[config.mk]
export PLATFORM = sky130hd
export DESIGN_NAME = fifo_wrr_drain_scheduler_flat
export DESIGN_NICKNAME = d
export VERILOG_FILES = /design/src/rtl/fifo_wrr_drain_scheduler_if.sv /design/src/rtl/fifo_wrr_drain_scheduler.sv /design/src/flat_wrapper.sv
export SDC_FILE = /design/constraint.sdc
export NUM_CORES = 1
export LEC_CHECK = 0
export ABC_CLOCK_PERIOD_IN_PS = 8400
export CAP_MARGIN = 20
export CORE_ASPECT_RATIO = 0.9
export CORE_MARGIN = 1.5
export CORE_UTILIZATION = 55
export CTS_CLUSTER_SIZE = 30
export DETAILED_ROUTE_END_ITERATION = 10
export PLACE_DENSITY = 0.88
export SLEW_MARGIN = 40
export SYNTH_ARGS = -nofsm -noshare
export SYNTH_HDL_FRONTEND = slang
export SYNTH_SLANG_ARGS = --single-unit
[constraint.sdc]
create_clock -name clk -period 8.4 [get_ports clk]
set_input_delay 1.68 -clock clk [delete_from_list [all_inputs] [get_ports clk]]
set_output_delay 1.68 -clock clk [all_outputs]
set_load 0.05 [all_outputs]
[src/rtl/fifo_wrr_drain_scheduler_if.sv]
`timescale 1ns/1ps
// fifo_wrr_drain_scheduler_if
//    Egress stream of the WRR drain scheduler: a valid/ready word stream
//    tagged with the FIFO channel the word was read from.
//
//    out_valid  word available at the head of the scheduler output buffer
//    out_ready  downstream accepts the head word this cycle
//    out_data   head word
//    out_ch     source channel of out_data
//
//    master: the scheduler (drives valid/data/ch, samples ready)
//    slave : the egress consumer
interface fifo_wrr_drain_scheduler_if #(
   parameter int DATA_WIDTH = 32,
   parameter int CH_W       = 2
);
   logic                  out_valid;
   logic                  out_ready;
   logic [DATA_WIDTH-1:0] out_data;
   logic [CH_W-1:0]       out_ch;

   modport master (
      output out_valid,
      output out_data,
      output out_ch,
      input  out_ready
   );

   modport slave (
      input  out_valid,
      input  out_data,
      input  out_ch,
      output out_ready
   );
endinterface

[src/rtl/fifo_wrr_drain_scheduler.sv]
`timescale 1ns/1ps
// fifo_wrr_drain_scheduler
//    Weighted round-robin scheduler draining NUM_CH pipelined FIFOs onto one
//    valid/ready stream. Reads are issued under a credit scheme that reserves
//    an output buffer slot per read, so backpressure never drops data.
//
//    clk         clock
//    rst_n       asynchronous active-low reset
//    enable      allow new read issue
//    ch_empty    per-channel FIFO empty
//    ch_rd_en    per-channel read strobe (registered, one-hot or zero)
//    ch_rd_data  per-channel read data, channel i at [i*DATA_WIDTH +: DATA_WIDTH]
//    weights     per-channel max burst, 0 disables the channel
//    busy        reads in flight or output buffer non-empty
//    egress      output stream (out_valid/out_ready/out_data/out_ch)
//    stall_count saturating count of credit-stalled SERVE cycles, present only
//                when FIFO_SCHED_STALL_CNT_EN is defined
module fifo_wrr_drain_scheduler #(
   parameter int NUM_CH       = 4,
   parameter int DATA_WIDTH   = 32,
   parameter int RD_LATENCY   = 2,
   parameter int WEIGHT_WIDTH = 4,
   parameter int OBUF_DEPTH   = 4,
   localparam int CH_W        = (NUM_CH > 1) ? $clog2(NUM_CH) : 1
) (
   input  logic                             clk,
   input  logic                             rst_n,
   input  logic                             enable,
   input  logic [NUM_CH-1:0]                ch_empty,
   output logic [NUM_CH-1:0]                ch_rd_en,
   input  logic [NUM_CH*DATA_WIDTH-1:0]     ch_rd_data,
   input  logic [NUM_CH*WEIGHT_WIDTH-1:0]   weights,
   output logic                             busy,
   fifo_wrr_drain_scheduler_if.master       egress
`ifdef FIFO_SCHED_STALL_CNT_EN
   ,output logic [15:0]                     stall_count
`endif
);

   localparam int PTR_W = $clog2(OBUF_DEPTH);
   localparam int CNT_W = PTR_W + 1;

   typedef enum logic {IDLE, SERVE} state_t;

   state_t                   state_q, state_d;
   logic [CH_W-1:0]          cur_ch_q, cur_ch_d, cur_ch_inc, sel_ch, rd_ch_q;
   logic [WEIGHT_WIDTH-1:0]  burst_cnt_q, burst_cnt_d, burst_lim_q, burst_lim_d;
   logic [NUM_CH-1:0]        eligible, rd_en_q, rd_en_d;
   logic                     any_eligible, credit_ok, issue, leave, pop;
   logic [CNT_W-1:0]         outstanding_q;

   logic [WEIGHT_WIDTH-1:0]  weight_arr [NUM_CH];
   logic [DATA_WIDTH-1:0]    rd_word [NUM_CH];

   logic [RD_LATENCY-1:0]    pipe_vld;
   logic [CH_W-1:0]          pipe_ch [RD_LATENCY];

   logic [DATA_WIDTH-1:0]    obuf_data [OBUF_DEPTH];
   logic [CH_W-1:0]          obuf_ch [OBUF_DEPTH];
   logic [PTR_W-1:0]         wr_ptr, rd_ptr;
   logic [CNT_W-1:0]         obuf_cnt;

   // Unpack the flat per-channel buses and derive which channels may be read.
   always_comb begin
      for (int i = 0; i < NUM_CH; i++) begin
         weight_arr[i] = weights[i*WEIGHT_WIDTH +: WEIGHT_WIDTH];
         rd_word[i]    = ch_rd_data[i*DATA_WIDTH +: DATA_WIDTH];
         eligible[i]   = !ch_empty[i] && (weights[i*WEIGHT_WIDTH +: WEIGHT_WIDTH] != '0);
      end
   end

   assign any_eligible = |eligible;

   // A read may only issue while every issued-but-not-popped word still has a
   // reserved output buffer slot.
   assign credit_ok  = outstanding_q < CNT_W'(OBUF_DEPTH);
   assign cur_ch_inc = (cur_ch_q == CH_W'(NUM_CH-1)) ? '0 : cur_ch_q + 1'b1;

   // Round-robin search: first eligible channel starting at cur_ch, wrapping.
   always_comb begin
      logic [CH_W:0]   sum;
      logic [CH_W-1:0] idx;
      logic            found;
      sel_ch = cur_ch_q;
      found  = 1'b0;
      sum    = '0;
      idx    = '0;
      for (int k = 0; k < NUM_CH; k++) begin
         sum = {1'b0, cur_ch_q} + (CH_W+1)'(k);
         if (sum >= (CH_W+1)'(NUM_CH)) begin
            sum = sum - (CH_W+1)'(NUM_CH);
         end
         idx = sum[CH_W-1:0];
         if (!found && eligible[idx]) begin
            sel_ch = idx;
            found  = 1'b1;
         end
      end
   end

   // FSM state register.
   always_ff @(posedge clk or negedge rst_n) begin
      if (!rst_n) begin
         state_q <= IDLE;
      end else begin
         state_q <= state_d;
      end
   end

   // FSM next state: IDLE only selects, SERVE issues until the burst ends.
   always_comb begin
      state_d = state_q;
      case (state_q)
         IDLE:    if (enable && any_eligible) state_d = SERVE;
         SERVE:   if (leave) state_d = IDLE;
         default: state_d = IDLE;
      endcase
   end

   // FSM outputs: issue decision, burst bookkeeping and channel advance.
   // The burst limit is latched on SERVE entry so weight edits only apply to
   // the next burst, while a weight dropping to 0 still ends the burst through
   // the live eligibility check.
   always_comb begin
      issue       = 1'b0;
      leave       = 1'b0;
      rd_en_d     = '0;
      cur_ch_d    = cur_ch_q;
      burst_cnt_d = burst_cnt_q;
      burst_lim_d = burst_lim_q;
      case (state_q)
         IDLE: begin
            if (enable && any_eligible) begin
               cur_ch_d    = sel_ch;
               burst_cnt_d = '0;
               burst_lim_d = weight_arr[sel_ch];
            end
         end
         SERVE: begin
            if (!enable || !eligible[cur_ch_q]) begin
               leave = 1'b1;
            end else if (credit_ok) begin
               issue             = 1'b1;
               rd_en_d[cur_ch_q] = 1'b1;
               burst_cnt_d       = burst_cnt_q + 1'b1;
               if (burst_cnt_q + 1'b1 == burst_lim_q) begin
                  leave = 1'b1;
               end
            end
            if (leave) begin
               cur_ch_d = cur_ch_inc;
            end
         end
         default: ;
      endcase
   end

   // Scheduler registers, including the registered read strobe and the id of
   // the channel it targets.
   always_ff @(posedge clk or negedge rst_n) begin
      if (!rst_n) begin
         cur_ch_q    <= '0;
         burst_cnt_q <= '0;
         burst_lim_q <= '0;
         rd_en_q     <= '0;
         rd_ch_q     <= '0;
      end else begin
         cur_ch_q    <= cur_ch_d;
         burst_cnt_q <= burst_cnt_d;
         burst_lim_q <= burst_lim_d;
         rd_en_q     <= rd_en_d;
         if (issue) begin
            rd_ch_q <= cur_ch_q;
         end
      end
   end

   // Latency pipe: starts from the cycle the strobe is on the FIFO pins, so the
   // last stage lines up with the cycle ch_rd_data is valid.
   always_ff @(posedge clk or negedge rst_n) begin
      if (!rst_n) begin
         pipe_vld <= '0;
         for (int s = 0; s < RD_LATENCY; s++) begin
            pipe_ch[s] <= '0;
         end
      end else begin
         pipe_vld[0] <= |rd_en_q;
         pipe_ch[0]  <= rd_ch_q;
         for (int s = 1; s < RD_LATENCY; s++) begin
            pipe_vld[s] <= pipe_vld[s-1];
            pipe_ch[s]  <= pipe_ch[s-1];
         end
      end
   end

   assign pop = egress.out_valid && egress.out_ready;

   // Output buffer (first-word-fall-through). Credits guarantee a free slot
   // for every push, so pushes are never refused.
   always_ff @(posedge clk or negedge rst_n) begin
      if (!rst_n) begin
         wr_ptr   <= '0;
         rd_ptr   <= '0;
         obuf_cnt <= '0;
         for (int e = 0; e < OBUF_DEPTH; e++) begin
            obuf_data[e] <= '0;
            obuf_ch[e]   <= '0;
         end
      end else begin
         if (pipe_vld[RD_LATENCY-1]) begin
            obuf_data[wr_ptr] <= rd_word[pipe_ch[RD_LATENCY-1]];
            obuf_ch[wr_ptr]   <= pipe_ch[RD_LATENCY-1];
            wr_ptr            <= wr_ptr + 1'b1;
         end
         if (pop) begin
            rd_ptr <= rd_ptr + 1'b1;
         end
         if (pipe_vld[RD_LATENCY-1] && !pop) begin
            obuf_cnt <= obuf_cnt + 1'b1;
         end else if (!pipe_vld[RD_LATENCY-1] && pop) begin
            obuf_cnt <= obuf_cnt - 1'b1;
         end
      end
   end

   // Outstanding words: issued reads not yet popped. This covers the strobe
   // register, the latency pipe and the buffer occupancy in one counter.
   always_ff @(posedge clk or negedge rst_n) begin
      if (!rst_n) begin
         outstanding_q <= '0;
      end else if (issue && !pop) begin
         outstanding_q <= outstanding_q + 1'b1;
      end else if (!issue && pop) begin
         outstanding_q <= outstanding_q - 1'b1;
      end
   end

`ifdef FIFO_SCHED_STALL_CNT_EN
   logic stall_event;
   assign stall_event = (state_q == SERVE) && enable && eligible[cur_ch_q] && !credit_ok;

   // Saturating count of cycles lost to a full credit window.
   always_ff @(posedge clk or negedge rst_n) begin
      if (!rst_n) begin
         stall_count <= '0;
      end else if (stall_event && (stall_count != 16'hFFFF)) begin
         stall_count <= stall_count + 16'd1;
      end
   end
`else
   // Build without stall instrumentation: no counter and no port.
`endif

   assign ch_rd_en         = rd_en_q;
   assign busy             = outstanding_q != '0;
   assign egress.out_valid = obuf_cnt != '0;
   assign egress.out_data  = obuf_data[rd_ptr];
   assign egress.out_ch    = obuf_ch[rd_ptr];

endmodule

[src/flat_wrapper.sv]
// flat-port wrapper written by rule: the top's interface ports become plain ports
module fifo_wrr_drain_scheduler_flat 
#(
   parameter int NUM_CH       = 4,
   parameter int DATA_WIDTH   = 32,
   parameter int RD_LATENCY   = 2,
   parameter int WEIGHT_WIDTH = 4,
   parameter int OBUF_DEPTH   = 4,
   localparam int CH_W        = (NUM_CH > 1) ? $clog2(NUM_CH) : 1
)
  (clk, rst_n, enable, ch_empty, ch_rd_en, ch_rd_data, weights, busy, egress_out_valid, egress_out_data, egress_out_ch, egress_out_ready);
  fifo_wrr_drain_scheduler_if #(.DATA_WIDTH(DATA_WIDTH), .CH_W((2))) egress_i ();
  input  logic clk;
  input  logic rst_n;
  input  logic enable;
  input  logic [NUM_CH-1:0] ch_empty;
  output logic [NUM_CH-1:0] ch_rd_en;
  input  logic [NUM_CH*DATA_WIDTH-1:0] ch_rd_data;
  input  logic [NUM_CH*WEIGHT_WIDTH-1:0] weights;
  output logic busy;
  output wire logic [$bits(egress_i.out_valid)-1:0] egress_out_valid;
  output wire logic [$bits(egress_i.out_data)-1:0] egress_out_data;
  output wire logic [$bits(egress_i.out_ch)-1:0] egress_out_ch;
  input wire logic [$bits(egress_i.out_ready)-1:0] egress_out_ready;
  assign egress_out_valid = egress_i.out_valid;
  assign egress_out_data = egress_i.out_data;
  assign egress_out_ch = egress_i.out_ch;
  assign egress_i.out_ready = egress_out_ready;
  fifo_wrr_drain_scheduler #(.NUM_CH(NUM_CH), .DATA_WIDTH(DATA_WIDTH), .RD_LATENCY(RD_LATENCY), .WEIGHT_WIDTH(WEIGHT_WIDTH), .OBUF_DEPTH(OBUF_DEPTH)) u_core (.clk(clk), .rst_n(rst_n), .enable(enable), .ch_empty(ch_empty), .ch_rd_en(ch_rd_en), .ch_rd_data(ch_rd_data), .weights(weights), .busy(busy), .egress(egress_i));
endmodule
==> out/results.txt <==
Residual DRC count: 0
Post-route clock period utilization: 55.1%
Routability cong.: 0.921
Async SR Flop Fraction: 100%
Number of synthesized flops with an enable pin: 0
Comb pwr share: 49.9%
Max Clock Skew: 7.66 ps
Critical Path RT: 8700 ps
CP Launch Type: input port
Cell family with most CP delay: simple AND/OR/NAND/NOR gates
Worst slew pin tran: 736 ps
Syn Area/Cell: 15.3 um2
Nets: 897
Count leader, synth: dfrtp_1
Ys flop type: dfrtp_1
Cell variety after synth: 46
Worst path cell trace: clkdlybuf4s50_1 > or4_1 > and2_1 > mux4_1 > nand3_1 > or2_2 > inv_1 > ha_1 > inv_1 > fa_1 > mux2_2
Switch share: 39.3%
PnR worst setup slack: 3770 ps
Io pins: 192
Antenna viol nets, final: 0
P&R area growth vs syn: 32.1%
GRT overflow: 0
Synth top area share: 49.9%
Largest stage delay, worst path: 600 ps
Min Tclk post-route: 4630 ps
DR vias: 5573
Tot GR Track Use: 25.4%
Die width: 134 um
Worst path bufs/invs: 3
Relative slew slack: 50.9%
Vias in the first global route: 6145
Post-DR wirelength/cell: 20.2 um
Setup-failing EPs final: 0
Core area: 14900 um2
Crit end category: flop
H-tree depth: 4
First-pass GRT wire length: 31.2 mm
Hold Crit Class: reg2reg
Seq/Total Area, Yosys: 49.9%
Post-cts hold buffer count: 0
CTS tree: yes
Yosys top cell by area: dfrtp_1
Clock sink count: 169
Number of max-cap violations: 0
Max VDD drop: 0.321 mV
Synthesized cell area: 8470 um2
Slew Viols, Final: 0
Worst skew pair latency: 420 ps
Die area: 16200 um2
Status: complete, no violations
Yosys warns: 0
Clk root buf: clkbuf_16
Routed wire length: 19.1 mm
Final hold vios: 0
Starting Density: 56.9%
Crit-path slowest cell: or4_1
Most frequent cells after synthesis: 169 x dfrtp_1, 139 x mux2_2, 66 x mux4_2
Num CTS Buffers: 17
Area contributors post-synth: dfrtp_1 50%, mux2_2 18%, mux4_2 18%
Initial antenna violation count: 0
Smallest hold slack: 345 ps
HPWL Detailed: 12.9 mm
Sequential share of power: 32.8%
Share of layout cells above drive strength 1: 34.8%
TNS Setup: 0 ps
Rows: 42
Synth Register Bits: 169
Place WS: 3160 ps
Most frequent CP cell: inv_1
Critical path class: in2reg
Iteration-0 DRC count of the detailed router: 284
Crit-path max FO: 11
IO Port Bufs: 191
Clk pwr share: 17.3%
DIE HEIGHT: 121 um
Vias/cell: 5.91
Largest net degree at the start of global routing: 99
Power Total: 0.00464 W
RSZ-0062 raised after global routing: false
Worst EP arrival: 4930 ps
N_diodes: 0
Post-Syn Instances: 553
Net Sw Power: 0.00183 W
Reg clk slew, reported paths: 60 ps
P per Cell Area: 415 nW/um2
Syn nets: 718
Internal: 0.00282 W
Fmax: 216 MHz
PostCTS Resize Cnt: 0
Clock Path Buffers: 2
Leakage: 4.58 nW
Setup Fix Bufs, Post-CTS: 0
DRT Pass-1 Iters: 5
==> power groups by stage <==
stage                     combinational, W  clock (W)  sequential (W)
after floorplan                    0.00182          0         0.00135
after global placement             0.00225          0         0.00148
after detailed placement           0.00232          0         0.00153
after CTS                          0.00234   0.000812         0.00152
after global routing               0.00246   0.000855         0.00158
final                              0.00232   0.000802         0.00153
==> sequential cells by signal (all words and copies together) (netlist names) <==
signal / cells
u_core.burst_cnt_q: 4
u_core.ch_rd_en: 4
u_core.pipe_ch: 4
u_core.outstanding_q: 3
u_core.state_q: 1
u_core.obuf_cnt: 3
u_core.rd_ch_q: 2
u_core.cur_ch_q: 2
u_core.rd_ptr: 2
u_core.obuf_data: 128
u_core.wr_ptr: 2
u_core.pipe_vld: 2
u_core.burst_lim_q: 4
u_core.obuf_ch: 8
==> cells by family after synthesis <==
logic type,Yosys count,share of synthesized area [%]
buffers and inverters,45,2.11
AO/OA/AOI/OAI,37,3.29
AND/OR/NAND/NOR,59,3.58
flip-flops,169,49.9
adder cells (fa/ha/maj),13,2.10
XOR/XNOR,14,1.45
multiplexers,216,37.5
==> worst reg2reg max path: cells and delay by family (launching register included) <==
kind	cells	cell delay, ps
and+or+nand+nor	1	150
AOI/OAI and AO/OA	4	1240
DFF	1	620
adders and majority gates	1	570
buffers and inverters	2	500
muxes	1	320
==> through the flow <==
| step | util, % | cells | cell area (um2) |
|---|---|---|---|
| 2_1_floorplan | - | 553 | 8470 |
| 5_1_grt | 75.2 | 943 | 11200 |
| 4_1_cts | 75.1 | 943 | 11200 |
| 3_3_place_gp | 70.8 | 911 | 10500 |
| 6_report | 75.2 | 943 | 11200 |
| 3_5_place_dp | 71.0 | 911 | 10600 |
==> final timing paths <==
| kind | depth (start not counted) | to | slack, ps | startpoint |
|---|---|---|---|---|
| worst min-delay path | 0 | u_core.pipe_ch[1]$_DFF_PN0_ | 350 | u_core.pipe_ch[3]$_DFF_PN0_ |
| min in group asynchronous | 1 | u_core.obuf_data[109]$_DFFE_PN0P_ | 1240 | rst_n |
| worst min register to register | 0 | u_core.pipe_ch[1]$_DFF_PN0_ | 350 | u_core.pipe_ch[3]$_DFF_PN0_ |
| worst max-delay path | 11 | u_core.outstanding_q[1]$_DFFE_PN0P_ | 3770 | weights[4] |
| max in group asynchronous | 2 | u_core.obuf_data[110]$_DFFE_PN0P_ | 6000 | rst_n |
| worst max register to register | 9 | u_core.burst_lim_q[3]$_DFFE_PN0P_ | 4840 | u_core.cur_ch_q[0]$_DFFE_PN0P_ |
==> cells in the final DEF, fill, tap and decap left out, types with 5 or more instances in the layout <==
master	instances
clkdlybuf4s50_1	190
dfrtp_1	165
mux2_2	139
mux4_2	66
clkbuf_16	17
nand2_1	16
ha_1	11
inv_1	10
mux2i_1	10
nor2_1	9
o21ai_0	8
xor2_1	7
xnor2_1	7
nand3_1	6
clkinv_2	6
and2_1	5
==> routing by layer <==
metal  wire length (um)  up-vias  track usage (%)
met3               1140       25             6.88
met2               9710      181             43.6
met5                  0        -                0
met1               8010     2897             32.2
met4                204        0             6.45
li1                   -     2470                -
==> area by class of cell <==
type | instances | area (um2)
repair buffers | 194 | 1940
clock buffers | 20 | 467
inverters | 11 | 41.3
fillers | 916 | 3680
well taps | 198 | 248
clock inverters | 12 | 146
multi-input cells | 339 | 4110
flip-flops and latches | 169 | 4240
Note: power is estimated with default switching activity, not from simulation.
